## config.mk

```make
export PLATFORM = sky130hd
export DESIGN_NAME = multiword_adder_seq
export DESIGN_NICKNAME = d
export VERILOG_FILES = /design/src/rtl/multiword_adder_seq_pkg.sv /design/src/rtl/multiword_adder_seq_add8_slice.sv /design/src/rtl/multiword_adder_seq.sv
export SDC_FILE = /design/constraint.sdc
export NUM_CORES = 1
export LEC_CHECK = 0
export CORE_MARGIN = 10
export CORE_UTILIZATION = 53
export DETAILED_ROUTE_END_ITERATION = 10
export GPL_ROUTABILITY_DRIVEN = 0
export PLACE_DENSITY_LB_ADDON = 0.25
export RECOVER_POWER = 25
export SYNTH_ARGS = -nofsm -noshare
export SYNTH_HDL_FRONTEND = slang
export SYNTH_HIERARCHICAL = 1
export SYNTH_SLANG_ARGS = --single-unit
```

## constraint.sdc

```tcl
create_clock -name clk -period 6.46 [get_ports clk]
set_input_delay 0.969 -clock clk [delete_from_list [all_inputs] [get_ports clk]]
set_output_delay 0.969 -clock clk [all_outputs]
set_load 0.05 [all_outputs]
```

## src/rtl/multiword_adder_seq_pkg.sv

```systemverilog
// Shared definitions for the sequential multi-word adder.
//   state_t    : FSM states (IDLE, RUN, DONE)
//   DEF_W      : default slice width in bits
//   DEF_WORDS  : default number of slices per operation
//   idx_width(): width of the slice index counter
package multiword_adder_seq_pkg;

  typedef enum logic [1:0] {
    IDLE = 2'd0,
    RUN  = 2'd1,
    DONE = 2'd2
  } state_t;

  localparam int DEF_W     = 8;
  localparam int DEF_WORDS = 4;

  // A single-slice configuration still needs a 1-bit index register.
  function automatic int idx_width(input int words);
    return (words > 1) ? $clog2(words) : 1;
  endfunction

endpackage

```

## src/rtl/multiword_adder_seq_add8_slice.sv

```systemverilog
// One W-bit ripple-carry adder slice.
//   a, b : W-bit addends
//   ci   : carry into bit 0
//   s    : W-bit sum
//   co   : carry out of bit W-1
module add8_slice #(
  parameter int W = 8
) (
  input  logic [W-1:0] a,
  input  logic [W-1:0] b,
  input  logic         ci,
  output logic [W-1:0] s,
  output logic         co
);

  logic [W:0] c;

  assign c[0] = ci;

  for (genvar gi = 0; gi < W; gi++) begin : g_fa
    assign s[gi]   = a[gi] ^ b[gi] ^ c[gi];
    assign c[gi+1] = (a[gi] & b[gi]) | (c[gi] & (a[gi] ^ b[gi]));
  end

  assign co = c[W];

endmodule

```

## src/rtl/multiword_adder_seq.sv

```systemverilog
// Sequential N-bit adder/subtractor (N = W*WORDS) built from one W-bit
// slice reused over WORDS consecutive cycles, least significant slice first.
//   clk   : rising-edge clock
//   rst_n : asynchronous active-low reset
//   start : request a new operation (accepted only while busy=0)
//   sub   : 0 = a+b+cin, 1 = a-b (a+~b+1, cin ignored)
//   a, b  : N-bit operands, cin : carry-in (sampled on the accepting edge)
//   busy  : operation in progress
//   done  : one-cycle pulse when sum/cout/ovf update
//   sum   : registered result, cout : carry-out (NOT borrow for sub)
//   ovf   : registered two's-complement overflow
module multiword_adder_seq
  import multiword_adder_seq_pkg::*;
#(
  parameter int W     = DEF_W,
  parameter int WORDS = DEF_WORDS
) (
  input  logic               clk,
  input  logic               rst_n,
  input  logic               start,
  input  logic               sub,
  input  logic [W*WORDS-1:0] a,
  input  logic [W*WORDS-1:0] b,
  input  logic               cin,
  output logic               busy,
  output logic               done,
  output logic [W*WORDS-1:0] sum,
  output logic               cout,
  output logic               ovf
);

  localparam int N  = W * WORDS;
  localparam int KW = idx_width(WORDS);
  localparam logic [KW-1:0] K_LAST = KW'(WORDS - 1);

  state_t        state_reg, state_next;
  logic [KW-1:0] k_reg;
  logic [N-1:0]  a_reg, b_reg, partial_reg, partial_next;
  logic          carry_reg;
  logic [N-1:0]  sum_reg;
  logic          cout_reg, ovf_reg;

  logic [W-1:0]  slice_a, slice_b, slice_s;
  logic          slice_co;
  logic          msb_cin;
  logic          accept;
  logic          last_slice;

  // The operand slice feeding the shared adder is selected by the index.
  assign slice_a    = a_reg[k_reg*W +: W];
  assign slice_b    = b_reg[k_reg*W +: W];
  assign last_slice = (k_reg == K_LAST);

  add8_slice #(.W(W)) u_slice (
    .a  (slice_a),
    .b  (slice_b),
    .ci (carry_reg),
    .s  (slice_s),
    .co (slice_co)
  );

  // Carry into the top bit, recovered from the top bit's sum equation;
  // only meaningful while the last slice is being processed.
  assign msb_cin = slice_a[W-1] ^ slice_b[W-1] ^ slice_s[W-1];

  always_comb begin
    partial_next = partial_reg;
    partial_next[k_reg*W +: W] = slice_s;
  end

  // Next-state and decoded outputs.
  always_comb begin
    state_next = state_reg;
    accept     = 1'b0;
    busy       = 1'b0;
    done       = 1'b0;
    case (state_reg)
      IDLE: begin
        if (start) begin
          accept     = 1'b1;
          state_next = RUN;
        end
      end
      RUN: begin
        busy = 1'b1;
        if (last_slice) state_next = DONE;
      end
      DONE: begin
        done = 1'b1;
        if (start) begin
          accept     = 1'b1;
          state_next = RUN;
        end else begin
          state_next = IDLE;
        end
      end
      default: state_next = IDLE;
    endcase
  end

  always_ff @(posedge clk or negedge rst_n) begin
    if (!rst_n) begin
      state_reg <= IDLE;
    end else begin
      state_reg <= state_next;
    end
  end

  always_ff @(posedge clk or negedge rst_n) begin
    if (!rst_n) begin
      k_reg       <= '0;
      a_reg       <= '0;
      b_reg       <= '0;
      partial_reg <= '0;
      carry_reg   <= 1'b0;
      sum_reg     <= '0;
      cout_reg    <= 1'b0;
      ovf_reg     <= 1'b0;
    end else if (accept) begin
      // Subtraction is folded into the operands: B inverted, carry forced to 1.
      a_reg       <= a;
      b_reg       <= sub ? ~b : b;
      carry_reg   <= sub ? 1'b1 : cin;
      partial_reg <= '0;
      k_reg       <= '0;
    end else if (state_reg == RUN) begin
      partial_reg <= partial_next;
      carry_reg   <= slice_co;
      k_reg       <= last_slice ? '0 : k_reg + 1'b1;
      if (last_slice) begin
        sum_reg  <= partial_next;
        cout_reg <= slice_co;
        ovf_reg  <= msb_cin ^ slice_co;
      end
    end
  end

  assign sum  = sum_reg;
  assign cout = cout_reg;
  assign ovf  = ovf_reg;

endmodule

```

==> impl_metrics.py <==
metrics = {
    "timing": {
        "max_slew_margin_pct": -167,
        "finalSetupTns_ns": 0,
        "tightest_slew_ns": 4.01,
        "finClkSkew_ns": 0.00927,
        "post-route-period-util_pct": 84.3,
        "post-route-min-period_ns": 5.45,
        "rsz0062_at_grt": "no",
        "hold_ws_ns": 0.468,
        "finalHoldViolCount": 0,
        "setup_viol": 0,
        "fmax_mhz": 184,
        "slew_violations": 79,
    },
    "synthesis": {
        "synth_edf_count": 0,
        "yosysWarnings": 6,
        "synthArstFlopShare_pct": 100,
        "yosys-top-cells-count": "nand2_1, dfrtp_1, o21ai_0",
        "ys_top_cells_by_area": "dfrtp_1, nand2_1, o21ai_0",
        "synth-seq-area-share_pct": 53.5,
        "yosys.area.top_type_share_pct": 53.5,
        "synth_cell_type_count": 37,
        "synth.most_common_cell": "nand2_1",
        "synthFlopType": "dfrtp_1",
        "syn_nets": 673,
        "postSynthCellCount": 590,
        "synth_seq_cells": 135,
        "syn_avg_cell_area_um2": 10.7,
        "netlist_area_um2": 6310,
        "synth_top_area_cell": "dfrtp_1",
    },
    "detailed_routing": {
        "drcViolationCount": 0,
        "vias": 4568,
        "vias_per_cell": 5.54,
        "wl_per_cell_um": 17.6,
        "firstDrtPassIters": 8,
        "drt_iter0_drc": 381,
        "drtAntennaViolNets": 0,
        "postRouteWirelength_mm": 14.5,
    },
    "global_routing": {
        "busiest_layer": "met2",
        "grt_util_all_layers_pct": 18.0,
        "met3_usage_pct": 6.24,
        "grt_util_met2_pct": 29.0,
        "met1_usage_pct": 22.5,
        "grt_pass1_wl_mm": 24.0,
        "grt_start_max_net_pins": 79,
        "antenna_found_initial": 0,
        "grt_overflow": 0,
        "first_global_vias": 4845,
    },
    "die": {
        "fp.coreArea_um2": 11500,
        "initial_core_util_pct": 54.8,
        "io-pin-count": 105,
        "fp-row-count": 39,
        "fp.dieH_um": 129,
        "dieArea_um2": 16700,
        "fp.dieW_um": 129,
    },
    "clock_network": {
        "tritoncts.num_buffers": 17,
        "cts_tree": "built",
        "cts_root_buf": "clkbuf_16",
        "clkSinkCount": 135,
        "cts-resized-gates": 0,
        "path_clk_slew_ns": 0.06,
        "cts_setup_buffers": 0,
        "clkLatencyLatePin_ns": 0.41,
        "cts_max_level": 4,
        "hold_buffers": 0,
        "clockBufferDepth": 2,
    },
    "worst_setup_path": {
        "cp-start-kind": "register",
        "critPathMaxFanout": 12,
        "worst_r2r_path_depth": 16,
        "cp.required_ns": 6.80,
        "reg2reg_to": "ovf",
        "crit_arrival_ns": 5.78,
        "worstReg2RegStart": "k_reg[0]",
        "endpoint_kind": "register",
        "crit_type": "reg2reg",
        "r2r_setup_slack_ns": 1.01,
    },
    "worst_hold_path": {
        "min_path_type": "reg2reg",
        "holdPathEnd": "a_reg[27]",
        "hold_depth": 2,
        "hp-start": "a_reg[27]",
    },
    "run_status": {
        "violations": "capacitance limit, slew limit",
        "status": "finished with violations",
    },
    "finish": {
        "nets": 753,
        "area_growth_pct": 24.9,
        "drive_gt1_share_pct": 7.64,
        "num_antenna_cells": 0,
    },
    "power": {
        "ir_worst_vdd_uv": 411,
        "power_mw": 4.63,
        "p_per_area_nw_per_um2": 587,
        "leakagePower_nw": 3.54,
    },
    "placement": {
        "place.port_buffers": 104,
        "dp_hpwl_mm": 10.4,
    },
    "run": {
        "cap_violations": 1,
    },
}
-- through the flow --
stage | instance area (um2) | worst slack, ns | cells | util (%)
floorplan | 6310 | 1.18 | 590 | -
global placement | 7350 | 1.28 | 794 | 63.8
detailed placement | 7350 | 1.08 | 794 | 63.8
CTS | 7880 | 1.06 | 824 | 68.5
global route | 7880 | 0.828 | 824 | 68.4
finish | 7880 | 1.01 | 824 | 68.4
-- placed cells by master, fill, tap and decap left out, types with 15 or more instances in the layout --
| cell | instances |
|---|---|
| dfrtp_1 | 135 |
| o21ai_0 | 62 |
| clkbuf_16 | 17 |
| nand2_1 | 161 |
| clkdlybuf4s50_1 | 102 |
| a22o_1 | 33 |
| inv_1 | 15 |
| xnor2_1 | 32 |
| a32oi_1 | 24 |
-- cell families (layout without fill, tap and decap cells) --
kind of cell	after synthesis	in the layout	share of synthesized area, %
and+or+nand+nor	187	187	12.4
DFF	135	135	53.5
adders and majority gates	14	14	3.73
xor gates and xnor gates	34	34	4.94
buffers and inverters	66	157	4.54
muxes	20	20	6.72
AOI/OAI and AO/OA	134	134	14.1
-- final cells by class --
type                    count  area (um2)
well taps                 143         179
fillers                   862        3640
clock inverters             8        50.0
flip-flops and latches    135        3380
inverters                  17        63.8
clock buffers              22         484
multi-input cells         389        2650
repair buffers            110        1070
-- critical path: stages, from the launching register on --
cell and delay [ns]:
dfrtp_1 0.70, mux4_2 0.60, fa_1 0.45, inv_1 0.09, fa_1 0.18, inv_1 0.05, fa_1 0.37, fa_1 0.39
fa_1 0.41, fa_1 0.42, fa_1 0.39, inv_1 0.09, fa_1 0.42, inv_1 0.27, xor2_1 0.21, xnor3_1 0.23
o21ai_1 0.12
-- worst max path at each step --
stage                      to  slack [ns]     start
after floorplan           ovf        1.18  k_reg[0]
after detailed placement  ovf        1.08  k_reg[0]
final                     ovf        1.01  k_reg[0]
after global placement    ovf        1.28  k_reg[0]
after global routing      ovf        0.83  k_reg[0]
after CTS                 ovf        1.06  k_reg[0]
-- power breakdown --
group          switching (mW)  leakage, nW  internal (mW)  total (mW)
combinational            1.51         1.52          0.836        2.35
clock                   0.341        0.256          0.523       0.864
sequential              0.223         1.76           1.19        1.42
total                    2.07         3.54           2.55        4.63
-- routing by layer --
metal / up-vias / wire (um)
met3: 15 / 1050
met5: - / 0
met4: 0 / 199
met1: 2219 / 6160
met2: 153 / 7120
li1: 2181 / -
(Power assumes the default switching activity.)
